**src/rtl/mcu_pkg.sv**
```systemverilog
// Shared definitions for the small MCU control path.
//   - 4-bit opcode encodings (OP_NOP .. OP_JMP)
//   - ALU B-operand source encodings
//   - control unit FSM state type
package mcu_pkg;

  // Opcodes, instruction bits [15:12]
  localparam logic [3:0] OP_NOP   = 4'h0;
  localparam logic [3:0] OP_ADD   = 4'h1;
  localparam logic [3:0] OP_SUB   = 4'h2;
  localparam logic [3:0] OP_AND   = 4'h3;
  localparam logic [3:0] OP_OR    = 4'h4;
  localparam logic [3:0] OP_XOR   = 4'h5;
  localparam logic [3:0] OP_LDI   = 4'h6;
  localparam logic [3:0] OP_SHL   = 4'h7;
  localparam logic [3:0] OP_IN    = 4'h8;
  localparam logic [3:0] OP_SUBI  = 4'h9;
  localparam logic [3:0] OP_ADDI  = 4'hA;
  localparam logic [3:0] OP_BZ    = 4'hB;
  localparam logic [3:0] OP_BNZ   = 4'hC;
  localparam logic [3:0] OP_STORE = 4'hD;
  localparam logic [3:0] OP_HALT  = 4'hE;
  localparam logic [3:0] OP_JMP   = 4'hF;

  // ALU B operand mux select
  localparam logic [1:0] BSRC_REG  = 2'b00;
  localparam logic [1:0] BSRC_IMM  = 2'b01;
  localparam logic [1:0] BSRC_PORT = 2'b10;

  typedef enum logic [2:0] {
    StFetch,
    StDecode,
    StExecute,
    StWriteback,
    StHalt
  } cu_state_e;

endpackage

```
**src/rtl/instr_decode.sv**
```systemverilog
// Combinational instruction field and class decode.
// Format: [15:12] op, [11:10] rd, [9:8] ra, [7:6] rb, [7:0] imm, [2:0] sh.
// Ports:
//   ir_i        instruction word
//   op_o .. sh_o  raw fields
//   b_src_o     ALU B operand select for this op
//   wb_class_o  op writes the register file and updates the flags
//   store_o     data-store op
//   jmp_o, bz_o, bnz_o  control-transfer ops
module instr_decode
  import mcu_pkg::*;
(
  input  logic [15:0] ir_i,
  output logic [3:0]  op_o,
  output logic [1:0]  rd_o,
  output logic [1:0]  ra_o,
  output logic [1:0]  rb_o,
  output logic [7:0]  imm_o,
  output logic [2:0]  sh_o,
  output logic [1:0]  b_src_o,
  output logic        wb_class_o,
  output logic        store_o,
  output logic        jmp_o,
  output logic        bz_o,
  output logic        bnz_o
);

  // imm and rb/sh overlap by design; the op decides which field matters.
  assign op_o  = ir_i[15:12];
  assign rd_o  = ir_i[11:10];
  assign ra_o  = ir_i[9:8];
  assign rb_o  = ir_i[7:6];
  assign imm_o = ir_i[7:0];
  assign sh_o  = ir_i[2:0];

  always_comb begin
    b_src_o    = BSRC_REG;
    wb_class_o = 1'b0;
    store_o    = 1'b0;
    jmp_o      = 1'b0;
    bz_o       = 1'b0;
    bnz_o      = 1'b0;
    unique case (op_o)
      OP_ADD, OP_SUB, OP_AND, OP_OR, OP_XOR, OP_SHL: begin
        wb_class_o = 1'b1;
      end
      OP_LDI, OP_SUBI, OP_ADDI: begin
        wb_class_o = 1'b1;
        b_src_o    = BSRC_IMM;
      end
      OP_IN: begin
        wb_class_o = 1'b1;
        b_src_o    = BSRC_PORT;
      end
      OP_BZ:    bz_o    = 1'b1;
      OP_BNZ:   bnz_o   = 1'b1;
      OP_STORE: store_o = 1'b1;
      OP_JMP:   jmp_o   = 1'b1;
      OP_NOP, OP_HALT: ;
    endcase
  end

endmodule

```
**src/rtl/control_unit.sv**
```systemverilog
// Multi-cycle control unit: FETCH -> DECODE -> EXECUTE -> WRITEBACK.
// Optional feature: define CU_HALT_EN to make op 1110 enter a terminal HALT
// state (otherwise op 1110 is a NOP and halted is tied low).
// Ports:
//   clk, rst_n          clock, asynchronous active-low reset
//   imem_req/addr/ack/rdata  instruction fetch handshake, addr = pc
//   zero, neg           ALU flags, combinational from fs/operands
//   fs, sh              ALU function select (op in EXECUTE) and shift amount
//   ra/rb/rd_addr       register file selects
//   b_src, imm          ALU B operand select and immediate
//   reg_we, mem_we      one-cycle write strobes in WRITEBACK
//   halted              control unit is in HALT
module control_unit
  import mcu_pkg::*;
#(
  parameter int unsigned     PC_W     = 8,
  parameter logic [PC_W-1:0] RESET_PC = '0
) (
  input  logic            clk,
  input  logic            rst_n,
  output logic            imem_req,
  output logic [PC_W-1:0] imem_addr,
  input  logic            imem_ack,
  input  logic [15:0]     imem_rdata,
  input  logic            zero,
  input  logic            neg,
  output logic [3:0]      fs,
  output logic [2:0]      sh,
  output logic [1:0]      ra_addr,
  output logic [1:0]      rb_addr,
  output logic [1:0]      rd_addr,
  output logic [1:0]      b_src,
  output logic [7:0]      imm,
  output logic            reg_we,
  output logic            mem_we,
  output logic            halted
);

  cu_state_e       state_q, state_d;
  logic [PC_W-1:0] pc_q, pc_d;
  logic [15:0]     ir_q, ir_d;
  logic            z_q, z_d;
  logic            n_q, n_d;
  // Low for the first cycle after reset so imem_req only rises on the first edge.
  logic            run_q;

  logic [3:0] op_dec;
  logic [1:0] rd_dec, ra_dec, rb_dec, b_src_dec;
  logic [7:0] imm_dec;
  logic [2:0] sh_dec;
  logic       wb_class, is_store, is_jmp, is_bz, is_bnz;
  logic       take_branch;
  logic       fetch_done;

  instr_decode u_decode (
    .ir_i       (ir_q),
    .op_o       (op_dec),
    .rd_o       (rd_dec),
    .ra_o       (ra_dec),
    .rb_o       (rb_dec),
    .imm_o      (imm_dec),
    .sh_o       (sh_dec),
    .b_src_o    (b_src_dec),
    .wb_class_o (wb_class),
    .store_o    (is_store),
    .jmp_o      (is_jmp),
    .bz_o       (is_bz),
    .bnz_o      (is_bnz)
  );

  assign fetch_done  = (state_q == StFetch) && run_q && imem_ack;
  assign take_branch = is_jmp | (is_bz & z_q) | (is_bnz & ~z_q);

  // State register
  always_ff @(posedge clk or negedge rst_n) begin
    if (!rst_n) begin
      state_q <= StFetch;
    end else begin
      state_q <= state_d;
    end
  end

  // Next-state logic
  always_comb begin
    state_d = state_q;
    unique case (state_q)
      StFetch:     if (fetch_done) state_d = StDecode;
      StDecode:    state_d = StExecute;
      StExecute:   state_d = StWriteback;
      StWriteback: begin
`ifdef CU_HALT_EN
        if (op_dec == OP_HALT) begin
          state_d = StHalt;
        end else begin
          state_d = StFetch;
        end
`else
        state_d = StFetch;
`endif
      end
      StHalt:      state_d = StHalt;
      default:     state_d = StFetch;
    endcase
  end

  // Datapath registers: pc, ir, flags
  always_ff @(posedge clk or negedge rst_n) begin
    if (!rst_n) begin
      pc_q  <= RESET_PC;
      ir_q  <= '0;
      z_q   <= 1'b0;
      n_q   <= 1'b0;
      run_q <= 1'b0;
    end else begin
      pc_q  <= pc_d;
      ir_q  <= ir_d;
      z_q   <= z_d;
      n_q   <= n_d;
      run_q <= 1'b1;
    end
  end

  always_comb begin
    pc_d = pc_q;
    ir_d = ir_q;
    z_d  = z_q;
    n_d  = n_q;
    if (fetch_done) begin
      ir_d = imem_rdata;
    end
    if ((state_q == StExecute) && wb_class) begin
      z_d = zero;
      n_d = neg;
    end
    if (state_q == StWriteback) begin
      // Natural wrap modulo 2^PC_W on the increment.
      pc_d = take_branch ? PC_W'(imm_dec) : pc_q + PC_W'(1);
    end
  end

  // Output logic
  assign imem_addr = pc_q;

  always_comb begin
    imem_req = 1'b0;
    fs       = 4'b0000;
    sh       = '0;
    ra_addr  = '0;
    rb_addr  = '0;
    rd_addr  = '0;
    b_src    = BSRC_REG;
    imm      = '0;
    reg_we   = 1'b0;
    mem_we   = 1'b0;
    if (state_q == StFetch) begin
      imem_req = run_q;
    end
    // Decoded fields are visible from DECODE and held through WRITEBACK.
    if ((state_q == StDecode) || (state_q == StExecute) || (state_q == StWriteback)) begin
      sh      = sh_dec;
      ra_addr = ra_dec;
      rb_addr = rb_dec;
      rd_addr = rd_dec;
      b_src   = b_src_dec;
      imm     = imm_dec;
    end
    if (state_q == StExecute) begin
      fs = op_dec;
    end
    if (state_q == StWriteback) begin
      reg_we = wb_class;
      mem_we = is_store;
    end
  end

`ifdef CU_HALT_EN
  assign halted = (state_q == StHalt);
`else
  assign halted = 1'b0;
`endif

  // Flags may only move on the edge that ends EXECUTE.
  a_flags_stable: assert property (@(posedge clk) disable iff (!rst_n)
    (state_q != StExecute) |=> $stable({z_q, n_q}));

  a_strobes_exclusive: assert property (@(posedge clk) disable iff (!rst_n)
    !(reg_we && mem_we));

  a_halt_no_fetch: assert property (@(posedge clk) disable iff (!rst_n)
    halted |-> !imem_req);

endmodule

```
**config.mk**
```make
export PLATFORM = sky130hd
export DESIGN_NAME = control_unit
export DESIGN_NICKNAME = d
export VERILOG_FILES = /design/src/rtl/mcu_pkg.sv /design/src/rtl/instr_decode.sv /design/src/rtl/control_unit.sv
export SDC_FILE = /design/constraint.sdc
export NUM_CORES = 1
export LEC_CHECK = 0
export ABC_AREA = 0
export BUFFER_PORTS_ARGS = -buffer_cell sky130_fd_sc_hd__buf_4
export CORE_MARGIN = 2
export CORE_UTILIZATION = 35
export DETAILED_ROUTE_END_ITERATION = 10
export GPL_TIMING_DRIVEN = 0
export SLEW_MARGIN = 25
export SYNTH_ARGS = -nofsm -noshare
export SYNTH_HDL_FRONTEND = slang
export SYNTH_SLANG_ARGS = --single-unit
```
**constraint.sdc**
```tcl
create_clock -name clk -period 1.92 [get_ports clk]
set_clock_uncertainty 0.2 [all_clocks]
set_input_delay 0.288 -clock clk [delete_from_list [all_inputs] [get_ports clk]]
set_output_delay 0.288 -clock clk [all_outputs]
set_load 0.1 [all_outputs]
```
# Word-level counts from Yosys, hierarchy flattened
# Cells that the tools add are included.
[classes] add_sub_neg=1 eq_ne=19 n_mux=19 n_bitwise=5 n_reduce_logical=8
[ops] cell="$eq 4x4->1 const B" count=7
[ops] cell="$eq 4x3->1 const B" count=4
[ops] cell="$mux 8" count=2
[ops] cell="$pmux 3 s4" count=1
[ops] cell="$reduce_or 10->1" count=1
[ops] cell="$add 8x1->8 const B" count=1
[ops] cell="$eq 4x2->1 const B" count=2
[ops] cell="$mux 1" count=8
[ops] cell="$mux 2" count=4
[ops] cell="$eq 3x2->1 const B" count=2
[ops] cell="$mux 3" count=2
[ops] cell="$eq 4x1->1 const B" count=1
[ops] cell="$mux 4" count=1
[ops] cell="$pmux 2 s2" count=1
[ops] cell="$eq 3x1->1 const B" count=1
[ops] cell="$eq 3x3->1 const B" count=1
[ops] cell="$logic_and 1x1->1" count=3
[ops] cell="$logic_not 3->1" count=1
[ops] cell="$reduce_or 3->1" count=1
[ops] cell="$and 1x1->1" count=2
[ops] cell="$logic_or 1x1->1" count=2
[ops] cell="$ne 2x2->1 const B" count=1
[ops] cell="$or 1x1->1" count=2
[ops] cell="$not 1->1" count=1
[word_totals] register_bits=29 in_bits=21 output_inout_bits=35 word_cells=57

# Logic depth before layout (Yosys ltp)
[logic_depth] depth_word=6 mapped_depth=6 mapped_depth_nobuf=5

# By module
# From an unflattened synthesis, not the netlist that was laid out.
[unflattened] cells_unflattened=173 hier_area_um2=1778.0
[by_module_without_submodules] module="control_unit" n_inst=1 cells_each=136 area_each_um2=1519.0 seq_area_each_um2=725.7
[by_module_without_submodules] module="instr_decode" n_inst=1 cells_each=37 area_each_um2=259.0 seq_area_each_um2=0.0

# Worst setup path after synthesis
# OpenSTA, ideal clock, no wires.
[synth_timing] kind="register to output" startpoint="reg state_q[1]" endpoint="out rb_addr[0]" t_arrival_ns=3.196 required_time_ns=1.432 path_slack_ns=-1.764 path_stages_with_launch=5 n_path_buf=2 cell_sequence="dfrtp_1 buf_2 nor2_1 nor3_1 buf_4"
[synth_between] elab_chain_len=4 elab_cells_between_ends=6 cone_classes="eq/ne: 3; mux: 1; reduce/logical: 2"
[synth_lines] item="start, declared" line="control_unit.sv:39" rtl="cu_state_e state_q, state_d;"
[synth_lines] item="start signal, assigned" line="control_unit.sv:77" rtl="state_q <= StFetch;"
[synth_lines] item="start signal, assigned" line="control_unit.sv:79" rtl="state_q <= state_d;"
[synth_lines] item="$eq 3x1->1 or $eq 3x2->1 (tied branches)" line="control_unit.sv:159" rtl="if ((state_q == StDecode) || (state_q == StExecute) || (state_q == StWriteback)) begin"
[synth_lines] item="$logic_or 1x1->1" line="control_unit.sv:159"
[synth_lines] item="$logic_or 1x1->1 (*)" line="control_unit.sv:159"
[synth_lines] item="$mux 2 (*)" line="control_unit.sv:159"
[synth_lines] item="end, declared" line="control_unit.sv:30" rtl="output logic [1:0] rb_addr,"
# Every way passes the cells marked *; elsewhere a longest branch is shown, timed or not.

# Final worst setup path
[layout_timing] startpoint="reg state_q[1]" endpoint="out sh[2]"
[layout_between] elab_chain_len=4 elab_cells_between_ends=6 cone_classes="eq/ne: 3; mux: 1; reduce/logical: 2"
[layout_lines] item="$eq 3x1->1 or $eq 3x2->1 (tied branches)" line="control_unit.sv:159"
[layout_lines] item="$logic_or 1x1->1" line="control_unit.sv:159"
[layout_lines] item="$logic_or 1x1->1 (*)" line="control_unit.sv:159"
[layout_lines] item="$mux 3 (*)" line="control_unit.sv:159"
[layout_lines] item="end, declared" line="control_unit.sv:28" rtl="output logic [2:0] sh,"
# Marks and branches as above.

==> flow_summary_export.csv <==
group,metric,value,unit
synth,yosysWarnings,0,
setup_path,crit_arrival,1580,ps
layout,drive_gt1_share,69.5,%
clocking,clk_pin_slew,60,ps
clocking,htree_levels,2,
setup_path,path_cells,"buf_6, nor2_4, nor2_4, buf_8, and2_4, buf_12, buf_12",
routing,dr.pass1.iters,6,
timing,rsz0062_at_grt,"yes",
floorplanning,die_y,72.4,um
synth,netlist_instances,151,
routing,drt_wl_total,4950,um
global_routing,grt_antenna_before_repair,0,
setup_path,critPathSlowestCell,"dfrtp_1",
setup_path,worstPathRequired,1430,ps
setup_path,critPathLaunch,"state_q[1]",
setup_path,slowest_delay,370,ps
layout,syn_to_final_growth,90.7,%
synth,ys_seq_elements,29,
global_routing,grt_pass1_wl,7100,um
routing,wl_per_cell,16.6,um
synth,synth-seq-area-share,44.4,%
global_routing,grt_pass1_vias,1441,
synth,synth.distinct_cells,39,
timing,drv_slew,0,
floorplanning,num_rows,24,
clocking,cts_buffer_depth,2,
clocking,clk_latency,280,ps
placed_design,placed_area,0.00221,mm2
placed_design,gp_congestion,0.779,
setup_path,rr_startpoint,"state_q[1]",
floorplanning,die_area,0.00524,mm2
timing,setup_viol,39,
setup_path,end_kind,"primary output",
timing,period_share,108,%
placed_design,placed_cells,256,
outcome,violations,"negative setup slack",
routing,drc,0,
synth,synthFlopType,"dfrtp_1",
timing,fin_crit,2070,ps
floorplanning,ioPinCount,56,
job,drv_cap,0,
routing,drt_iter0_markers,72,
layout,final_cell_mix,"52 x buf_4, 31 x buf_12, 20 x dfrtp_1, 14 x buf_6, 13 x and2_4",
placed_design,portBuffers,53,
routing,antenna_left,0,
synth,synth_nets,173,
timing,whs,32.6,ps
layout,antenna_cells,0,
synth,syn_area,0.00164,mm2
setup_path,path_class,"flip-flop to primary output",
layout,fin_nets,267,
synth,syn_area_per_cell,10.8,um2
floorplanning,die_w,72.4,um
layout,instances_no_fill,298,
hold_path,min_from,"imem_rdata[8]",
routing,via_per_inst,5.09,
outcome,status,"finished, violations left",
layout,final_util,70.6,%
clocking,cts_buffers,5,
layout,design_area,0.00312,mm2
synth,synth_edf_count,0,
hold_path,hold_path_class,"input pin to flip-flop",
synth,synth-async-reset-ratio,100,%
timing,fmax,483,MHz
layout,n_fill_cell,317,
floorplanning,fp.coreArea,0.00441,mm2
timing,setup_ws,-148,ps
global_routing,track_usage,17.9,%
clocking,numClockSinks,29,
clocking,cts_tree,"done",
timing,final_hold_viol_count,0,
routing,routed-via-count,1518,
setup_path,crit_fanout,7,
global_routing,grt-ovfl-total,0,
layout,layout_commonest_cell,"buf_4",
placed_design,hpwl,2840,um
setup_path,startpoint_type,"flip-flop",
global_routing,grt_max_degree,30,
floorplanning,start_util,37.0,%
clocking,root_buffer,"clkbuf_8",
==> sequential cells by signal, indices dropped and copies added, names as in the netlist <==
register   flops
ir_q          16
imem_addr      8
state_q        3
run_q          1
z_q            1
==> repair_timing <==
| item | in CTS | in global routing |
|---|---|---|
| setup endpoints to repair | 25 | 38 |
| hold buffers | 1 | 0 |
| buffers inserted | 15 | 18 |
| endpoints found under the hold margin | 29 | 0 |
| pin swaps | 3 | 13 |
| resized for setup | 84 | 45 |
| cloned | 0 | 3 |
==> logic make-up (layout without fill, tap and decap cells) <==
family / count (synthesis) / count (layout) / share of synthesized area, %
AOI/OAI and AO/OA: 19 / 19 / 7.96
xor gates and xnor gates: 2 / 2 / 1.07
adders and majority gates: 1 / 1 / 0.765
buffers and inverters: 16 / 111 / 6.43
DFF: 29 / 29 / 44.4
muxes: 18 / 18 / 14.4
other: 2 / 2 / 0.459
and+or+nand+nor: 64 / 64 / 24.6
==> final timing paths <==
check | end | slack [ps] | cells after the start
worst max-delay path | sh[2] | -150 | 7
worst min-delay path | ir_q[8] | 30 | 2
worst max register to register | ir_q[15] | -80 | 7
worst min register to register | ir_q[9] | 320 | 1
max in group asynchronous | imem_addr[2] | 920 | 2
min in group asynchronous | ir_q[9] | 280 | 2
==> cell usage after synthesis (3+ instances only) <==
cell / number / area (um2)
dfrtp_1: 29 / 726
and2_1: 17 / 106
nor3_1: 12 / 60.1
mux2_4: 9 / 135
mux2_2: 8 / 90.1
nor2_1: 8 / 30.0
buf_4: 7 / 52.6
a21oi_1: 6 / 30.0
nand2_1: 5 / 18.8
nand3_1: 5 / 25.0
buf_2: 3 / 15.0
clkbuf_1: 3 / 11.3
o22ai_1: 3 / 18.8
==> layout make-up <==
class	instances	area [um2]	area share, %
timing repair buffer	90	1070	34.3
tap	52	65.1	2.09
multi-input combinational	106	962	30.9
sequential	29	737	23.6
inverter	1	3.75	0.120
clock buffer	7	96.3	3.09
buffer	12	179	5.74
clock inverter	1	5.00	0.161
==> per-layer routing <==
metal / GRT usage, % / part of all wire, %
met1: 21.7 / 40
met5: 0 / 0
met2: 30.0 / 54
met4: 5.87 / 1.3
met3: 5.83 / 5.4
==> critical path: cells and delay by family, from the launching register on <==
| kind | cells | cell delay [ps] |
|---|---|---|
| DFF | 1 | 370 |
| buffers and inverters | 4 | 540 |
| and+or+nand+nor | 3 | 370 |
==> metrics by stage <==
step | TNS (ps) | setup WS [ps]
floorplan | -12470 | -760
global placement | -2010 | -188
detailed placement | -2520 | -223
CTS | -2130 | -193
global route | -4770 | -205
finish | -2610 | -148
Power is not shown: default switching activity piles up to over one toggle a cycle in this logic, so the estimate is an artifact.
